`config.mk`:
```
export PLATFORM = sky130hd
export DESIGN_NAME = sum_entry_controller_flat
export DESIGN_NICKNAME = d
export VERILOG_FILES = /design/src/rtl/sum_entry_if.sv /design/src/rtl/sum_entry_controller.sv /design/src/flat_wrapper.sv
export SDC_FILE = /design/constraint.sdc
export NUM_CORES = 1
export LEC_CHECK = 0
export ABC_AREA = 1
export BUFFER_PORTS_ARGS = -buffer_cell sky130_fd_sc_hd__buf_2
export CAP_MARGIN = 40
export CORE_AREA = 2 2 99 101
export CTS_BUF_LIST = sky130_fd_sc_hd__clkbuf_8
export DETAILED_ROUTE_END_ITERATION = 6
export DIE_AREA = 0 0 101 103
export GPL_TIMING_DRIVEN = 0
export PLACE_DENSITY = 0.68
export SYNTH_ARGS = -nofsm -noshare
export SYNTH_HDL_FRONTEND = slang
export SYNTH_SLANG_ARGS = --single-unit
```
`constraint.sdc`:
```
create_clock -name clk -period 4.1 [get_ports clk]
set_input_delay 0.41 -clock clk [delete_from_list [all_inputs] [get_ports clk]]
set_output_delay 0.41 -clock clk [all_outputs]
set_load 0.02 [all_outputs]
```
`src/rtl/sum_entry_if.sv`:
```
// sum_entry_if: keypad, adder and display signals of sum_entry_controller.
// The master modport is the controller's view; slave is the surrounding logic.
interface sum_entry_if #(
    parameter int NUM_W = 12,
    parameter int SUM_W = 14,
    parameter int DC_W  = 2
);
    logic             key_valid;
    logic [3:0]       key_code;
    logic [SUM_W-1:0] sum_in;
    logic             sum_valid;
    logic [NUM_W-1:0] number1;
    logic [NUM_W-1:0] number2;
    logic             start_suma;
    logic [SUM_W-1:0] result;
    logic             result_valid;
    logic             operand_sel;
    logic [DC_W-1:0]  digit_count;
    logic             busy;
    logic             err;
    modport master (
        input  key_valid, key_code, sum_in, sum_valid,
        output number1, number2, start_suma, result, result_valid,
               operand_sel, digit_count, busy, err
    );
    modport slave (
        output key_valid, key_code, sum_in, sum_valid,
        input  number1, number2, start_suma, result, result_valid,
               operand_sel, digit_count, busy, err
    );
endinterface

```
`src/rtl/sum_entry_controller.sv`:
```
// sum_entry_controller: keypad digit entry into two operands, adder handshake, sum hold.
// Defining SUM_WATCHDOG_EN adds a WAIT timeout that pulses err and clears.
module sum_entry_controller #(
    parameter int NUM_DIGITS = 3,
    parameter int NUM_W      = 12,
    parameter int SUM_W      = 14,
    parameter int WAIT_LIMIT = 16
) (
    input  logic         clk,
    input  logic         reset,
    sum_entry_if.master  io
);
    localparam int DC_W = $clog2(NUM_DIGITS + 1);

    typedef enum logic [2:0] {ENTER_A, ENTER_B, START, WAIT, SHOW} state_t;

    state_t           state_q, state_d;
    logic [NUM_W-1:0] n1_q, n1_d, n2_q, n2_d;
    logic [DC_W-1:0]  cnt_q, cnt_d;
    logic [SUM_W-1:0] res_q, res_d;
    logic             rv_q, rv_d;
    logic             is_dig, is_plus, is_eq, is_clr, can_dig, timeout;
    logic [NUM_W-1:0] dig;

    assign is_dig  = io.key_valid && io.key_code <= 4'd9;
    assign is_plus = io.key_valid && io.key_code == 4'hA;
    assign is_eq   = io.key_valid && io.key_code == 4'hB;
    assign is_clr  = io.key_valid && io.key_code == 4'hC;
    assign can_dig = is_dig && cnt_q < DC_W'(NUM_DIGITS);
    assign dig     = NUM_W'(io.key_code);

`ifdef SUM_WATCHDOG_EN
    localparam int WD_W = $clog2(WAIT_LIMIT + 1);
    logic [WD_W-1:0] wd_q;
    logic            err_q;
    assign timeout = state_q == WAIT && !io.sum_valid && wd_q == WD_W'(WAIT_LIMIT - 1);
    always_ff @(posedge clk or posedge reset) begin
        if (reset) begin
            wd_q  <= '0;
            err_q <= 1'b0;
        end else begin
            wd_q  <= (state_q == WAIT) ? wd_q + 1'b1 : '0;
            err_q <= timeout;
        end
    end
    assign io.err = err_q;
`else
    assign timeout = 1'b0;
    assign io.err  = 1'b0;
`endif

    always_comb begin
        state_d = state_q;
        n1_d    = n1_q;
        n2_d    = n2_q;
        cnt_d   = cnt_q;
        res_d   = res_q;
        rv_d    = rv_q;
        case (state_q)
            ENTER_A: begin
                if (can_dig) begin
                    n1_d  = n1_q * NUM_W'(10) + dig;
                    cnt_d = cnt_q + 1'b1;
                end else if (is_plus) begin
                    state_d = ENTER_B;
                    cnt_d   = '0;
                    n2_d    = '0;
                end
            end
            ENTER_B: begin
                if (can_dig) begin
                    n2_d  = n2_q * NUM_W'(10) + dig;
                    cnt_d = cnt_q + 1'b1;
                end else if (is_eq) begin
                    state_d = START;
                end
            end
            START: state_d = WAIT;
            WAIT: begin
                if (io.sum_valid) begin
                    res_d   = io.sum_in;
                    rv_d    = 1'b1;
                    state_d = SHOW;
                end
            end
            SHOW: begin
                if (is_dig) begin
                    n1_d    = dig;
                    n2_d    = '0;
                    cnt_d   = DC_W'(1);
                    rv_d    = 1'b0;
                    state_d = ENTER_A;
                end else if (is_plus) begin
                    // Chaining keeps only the low operand-width bits of the sum
                    n1_d    = res_q[NUM_W-1:0];
                    n2_d    = '0;
                    cnt_d   = '0;
                    rv_d    = 1'b0;
                    state_d = ENTER_B;
                end
            end
            default: state_d = ENTER_A;
        endcase
        if (is_clr || timeout) begin
            n1_d    = '0;
            n2_d    = '0;
            cnt_d   = '0;
            rv_d    = 1'b0;
            state_d = ENTER_A;
        end
    end

    always_ff @(posedge clk or posedge reset) begin
        if (reset) begin
            state_q <= ENTER_A;
            n1_q    <= '0;
            n2_q    <= '0;
            cnt_q   <= '0;
            res_q   <= '0;
            rv_q    <= 1'b0;
        end else begin
            state_q <= state_d;
            n1_q    <= n1_d;
            n2_q    <= n2_d;
            cnt_q   <= cnt_d;
            res_q   <= res_d;
            rv_q    <= rv_d;
        end
    end

    assign io.number1      = n1_q;
    assign io.number2      = n2_q;
    assign io.result       = res_q;
    assign io.result_valid = rv_q;
    assign io.digit_count  = cnt_q;
    assign io.operand_sel  = state_q == ENTER_B;
    assign io.start_suma   = state_q == START;
    assign io.busy         = state_q == START || state_q == WAIT;
endmodule

```
`src/flat_wrapper.sv`:
```
// flat-port wrapper written by rule: the top's interface ports become plain ports
module sum_entry_controller_flat 
#(
    parameter int NUM_DIGITS = 3,
    parameter int NUM_W      = 12,
    parameter int SUM_W      = 14,
    parameter int WAIT_LIMIT = 16
)
  (clk, reset, io_key_valid, io_key_code, io_sum_in, io_sum_valid, io_number1, io_number2, io_start_suma, io_result, io_result_valid, io_operand_sel, io_digit_count, io_busy, io_err);
  sum_entry_if #(.NUM_W(NUM_W), .SUM_W(SUM_W), .DC_W(($clog2(NUM_DIGITS + 1)))) io_i ();
  input  logic clk;
  input  logic reset;
  input wire logic [$bits(io_i.key_valid)-1:0] io_key_valid;
  input wire logic [$bits(io_i.key_code)-1:0] io_key_code;
  input wire logic [$bits(io_i.sum_in)-1:0] io_sum_in;
  input wire logic [$bits(io_i.sum_valid)-1:0] io_sum_valid;
  output wire logic [$bits(io_i.number1)-1:0] io_number1;
  output wire logic [$bits(io_i.number2)-1:0] io_number2;
  output wire logic [$bits(io_i.start_suma)-1:0] io_start_suma;
  output wire logic [$bits(io_i.result)-1:0] io_result;
  output wire logic [$bits(io_i.result_valid)-1:0] io_result_valid;
  output wire logic [$bits(io_i.operand_sel)-1:0] io_operand_sel;
  output wire logic [$bits(io_i.digit_count)-1:0] io_digit_count;
  output wire logic [$bits(io_i.busy)-1:0] io_busy;
  output wire logic [$bits(io_i.err)-1:0] io_err;
  assign io_i.key_valid = io_key_valid;
  assign io_i.key_code = io_key_code;
  assign io_i.sum_in = io_sum_in;
  assign io_i.sum_valid = io_sum_valid;
  assign io_number1 = io_i.number1;
  assign io_number2 = io_i.number2;
  assign io_start_suma = io_i.start_suma;
  assign io_result = io_i.result;
  assign io_result_valid = io_i.result_valid;
  assign io_operand_sel = io_i.operand_sel;
  assign io_digit_count = io_i.digit_count;
  assign io_busy = io_i.busy;
  assign io_err = io_i.err;
  sum_entry_controller #(.NUM_DIGITS(NUM_DIGITS), .NUM_W(NUM_W), .SUM_W(SUM_W), .WAIT_LIMIT(WAIT_LIMIT)) u_core (.clk(clk), .reset(reset), .io(io_i));
endmodule
```
# After elaboration in Yosys (flattened, before gate mapping)
# Index checks and enable logic that the tools add are counted.
[totals]
reg_bits = 44
[op_classes]
add_sub_neg = 3
mul = 2
magnitude_cmp = 2
eq_ne = 14
mux = 30
n_reduce_logical = 16
[ops]
columns = ["op", "n"]
rows = [
  ["2-to-1 mux 12 bit", 9],
  ["one-hot mux 12 bit (3 select lines)", 1],
  ["adder 12 x 4 -> 12 bit", 2],
  ["multiplier 12 x 3 -> 11 bit (second input constant)", 2],
  ["one-hot mux 12 bit (2 select lines)", 1],
  ["2-to-1 mux 3 bit", 7],
  ["one-hot mux 3 bit (5 select lines)", 1],
  ["== test 4 bit (second input constant)", 3],
  ["2-to-1 mux 2 bit", 5],
  ["!= test 3 x 1 -> 1 bit (second input constant)", 3],
  ["!= test 3 x 2 -> 1 bit (second input constant)", 3],
  ["AND reduction 3 bit", 3],
  ["== test 3 x 2 -> 1 bit (second input constant)", 2],
  ["one-hot mux 2 bit (3 select lines)", 1],
  ["nonzero test 3 bit", 2],
  ["logical AND 1 bit", 5],
  ["less-or-equal comparator 4 bit (second input constant)", 1],
  ["2-to-1 mux 1 bit", 4],
  ["!= test 4 x 1 -> 1 bit (second input constant)", 1],
  ["AND reduction 2 bit", 2],
  ["AND reduction 4 bit", 1],
  ["nonzero test 4 bit", 1],
  ["== test 3 x 1 -> 1 bit (second input constant)", 1],
  ["== test 3 bit (second input constant)", 1],
  ["5 further kinds", 5],
]

# Longest topological paths before layout
[logic_depth]
depth_word = 6
mapped_depth = 16

# Least setup slack after synthesis
# OpenSTA, ideal clock, no wires.
[synth_timing]
path_type = "register -> register"
startpoint = "register u_core.n1_q[1], in the netlist u_core.io.number1[1]"
endpoint = "register u_core.n1_q[11], in the netlist u_core.io.number1[11]"
arrival_time_ns = 2.367
required_ns = 3.983
slack_ns = 1.616
path_stages_with_launch = 15
path_cell_list = "dfrtp_1 > ha_1 > ha_1 > inv_1 > fa_1 > inv_1 > nand3_1 > nor2_1 > nand3_1 > nor2_1 > nand4_1 > nand2_1 > nand2_1 > nand3_1 > nand2_1"
[synth_via]
elab_chain_len = 5
[synth_lines]
columns = ["item", "line_no", "text"]
rows = [
  ["start, declared", "sum_entry_controller.sv:18", "logic [NUM_W-1:0] n1_q, n1_d, n2_q, n2_d;"],
  ["start signal, assigned", "sum_entry_controller.sv:123", "n1_q <= n1_d;"],
  ["multiplier 12 x 3 -> 11 bit", "sum_entry_controller.sv:62", "n1_d = n1_q * NUM_W'(10) + dig;"],
  ["adder 12 x 4 -> 12 bit", "sum_entry_controller.sv:62", ""],
  ["2-to-1 mux 12 bit", "sum_entry_controller.sv:61", "if (can_dig) begin"],
  ["one-hot mux 12 bit (2 select lines)", "sum_entry_controller.sv:59", "case (state_q)"],
  ["2-to-1 mux 12 bit", "sum_entry_controller.sv:104", "if (is_clr || timeout) begin"],
]
# No other way between the ends. The select of a mux whose other input is x is not followed.
# A chain may end at the register's enable or synchronous reset.

# Worst setup path after layout
# Ends and elaborated chain as after synthesis.

==> summary.txt <==
Critical path
  – Critical Path Max Stage Delay: 460 ps
  – Worst EP arrival: 2910 ps
  – Reg-to-Reg End: u_core.io.number1[11]$_DFFE_PP0P_
  – CP endpoint kind: flip-flop
  – Reg2reg start: u_core.io.number1[1]$_DFFE_PP0P_
  – Crit path cell chain: ha_1 -> ha_1 -> inv_1 -> fa_1 -> inv_1 -> nand3_1 -> nor2_1 -> nand3_1 -> nor2_1 -> nand4_1 -> nand2_1 -> nand2_1 -> nand3_1 -> nand2_1
  – Crit Path Max Fanout: 5
  – Crit start category: flip-flop
  – Kind of critical path: reg2reg
  – Crit path max-delay cell type: dfrtp_1
  – Flop2flop setup slack: 1400 ps
  – Depth of the worst register-to-register path: 14
  – Critical Path RT: 4310 ps

Clocking
  – TritonCTS Buffers: 5
  – CTS Hold Bufs: 0
  – CTS Sinks: 44
  – Worst-skew pair later-pin latency: 310 ps
  – Post-CTS setup buffer count: 0
  – CTS H-Tree Depth: 2
  – Max Buffers Root-to-Sink: 2
  – CTS tree: built
  – Clock transition at path regs: 90 ps
  – Resized Gates After CTS: 0
  – CTS root buffer: clkbuf_8

Floorplan
  – Die area: 10400 um2
  – Top Ports: 67
  – Row count: 36
  – CORE AREA: 9460 um2
  – Die W: 101 um
  – Starting Density: 0.392
  – Chip height: 103 um

GRT
  – Total track usage: 0.189
  – Largest net degree at the start of global routing: 36
  – Vias in the first global route: 3342
  – Initial antenna violation count: 0
  – Congestion Overflow GR: 0
  – Global-route wire length before repair: 15700 um

Detailed routing
  – Total number of vias: 3495
  – Wirelength per Cell: 13.4 um
  – Routed Antenna Nets: 0
  – Number of remaining DRC errors: 0
  – Pre-antenna DRT Iters: 4
  – Vias per inst: 5.03
  – DRT iter0 DRCs: 179
  – Total Routed Length: 9330 um

Final layout
  – Sequential cell area: 1100 um2
  – Commonest non-fill, non-tap cell in the layout: nand2_1
  – Final cell count without fillers: 695
  – Most frequent cells in the layout: 157 x nand2_1, 66 x buf_2, 65 x inv_1
  – Area of the multi-input gates: 2270 um2
  – Fillers: 969
  – Final net count: 643
  – Synthesis-to-finish area growth: 16.3%
  – Layout cells sized above 1: 0.207
  – Antenna diodes: 0

Timing
  – Final Max Tran Viols: 0
  – Final setup violation count: 0
  – Fin crit share: 0.660
  – Worst Skew: 11.6 ps
  – Sum Neg Setup Slack: 0 ps
  – Highest clock rate: 0.370 GHz
  – RSZ-0062 raised after global routing: false
  – Final min period: 2700 ps
  – Final Hold Viols: 0

Placement
  – Buffers added on ports: 65
  – Dpl hpwl: 7550 um
  – GP Congestion: 0.854
  – Placed cell count: 687

Min path
  – Hold/Removal Path Class: in2async

Status
  – Status: finished, final reports clean

Synth
  – Syn. warnings: 0
  – Mapped Cells: 507
  – Share of the yosys chip area belonging to registers: 0.297
  – Synth Cell Area: 3710 um2
  – Cell variety after synth: 44
  – Synthesized Nets: 570
  – Avg Synthesized Cell Area: 7.32 um2
  – Seq cells post-synth: 44

Job
  – Maxcap violations: 0
## how the worst max path moves through the flow
| stage | from | end | slack (ps) |
|---|---|---|---|
| 6_report | u_core.io.number1[1]$_DFFE_PP0P_ | u_core.io.number1[11]$_DFFE_PP0P_ | 1400 |
| 5_1_grt | u_core.io.number1[1]$_DFFE_PP0P_ | u_core.io.number1[11]$_DFFE_PP0P_ | 1130 |
| 4_1_cts | u_core.io.number1[1]$_DFFE_PP0P_ | u_core.io.number1[11]$_DFFE_PP0P_ | 1430 |
| 3_5_place_dp | u_core.io.number1[1]$_DFFE_PP0P_ | u_core.io.number1[11]$_DFFE_PP0P_ | 1450 |
| 3_3_place_gp | u_core.io.number1[1]$_DFFE_PP0P_ | u_core.io.number1[11]$_DFFE_PP0P_ | 1490 |
| 2_1_floorplan | u_core.io.number1[1]$_DFFE_PP0P_ | u_core.io.number1[11]$_DFFE_PP0P_ | 1620 |
## final cells by class
class,instances,share of cell area
clock buffer,5,0.0160
buffer,6,0.00986
inverter,75,0.0687
sequential,44,0.255
tap,114,0.0331
clock inverter,3,0.0110
multi-input combinational,382,0.526
timing repair buffer,66,0.0800
## sequential cells by signal, summed over array words and instances (netlist names)
name                    flops
u_core.state_q              3
u_core.io.number1          12
u_core.io.result_valid      1
u_core.io.number2          12
u_core.io.digit_count       2
u_core.io.result           14
## worst max-delay path, delay by kind of cell, from the launching register on
family | cells | cell delay, ps
buf+inv | 2 | 170
simple gates | 9 | 950
fa+ha+maj | 3 | 1010
flops | 1 | 460
## cells in the mapped netlist (all sizes together)
cell type  instances  area, um2
o2111ai            1       8.76
o221ai             2       17.5
a21o               1       7.51
inv               73        274
nand2            162        626
nor4               1       6.26
nand3b             4       30.0
buf                5       38.8
nand3             35        193
ha                37        463
a22oi              1       7.51
nor3               5       35.0
a31oi              1       6.26
o211ai             1       7.51
o31ai              1       7.51
nand4              7       43.8
clkbuf             1       3.75
nor2              42        213
fa                 4       80.1
a32oi              3       26.3
o22ai              9       56.3
o21ai             26        130
xor2               4       35.0
conb               1       3.75
bufinv             1       17.5
clkinv             1       5.00
mux2              12        135
xnor2              2       17.5
or2                2       12.5
a21oi             18        101
dfrtp             44       1100
## stage by stage
stage	setup slack, ps	util	area, um2	hold WS (ps)
floorplan	1620	-	3710	561
global placement	1490	0.442	4180	464
detailed placement	1450	0.444	4200	345
CTS	1430	0.456	4310	1.56
global route	1130	0.456	4310	13.7
finish	1400	0.456	4310	7.09
## kinds of logic (layout without fill, tap and decap cells)
| group | count (synthesis) | count (layout) | synth area share |
|---|---|---|---|
| simple gates | 258 | 258 | 0.312 |
| flops | 44 | 44 | 0.297 |
| mux | 12 | 12 | 0.0364 |
| buf+inv | 81 | 155 | 0.0914 |
| compound gates | 64 | 64 | 0.102 |
| xor+xnor | 6 | 6 | 0.0142 |
| fa+ha+maj | 41 | 41 | 0.146 |
| other cells | 1 | 1 | 0.00101 |
## routing by layer
metal,up-vias,share of wire,global-route usage,routed length [um]
li1,1804,-,-,-
met1,1607,0.48,0.258,4490
met2,69,0.46,0.315,4300
met3,15,0.036,0.0217,332
met4,0,0.023,0.0613,213
met5,-,0,0,0
Power is left out: the tool's default activity adds up to more than one toggle a clock period on the data nets, which glitch-free logic cannot reach.
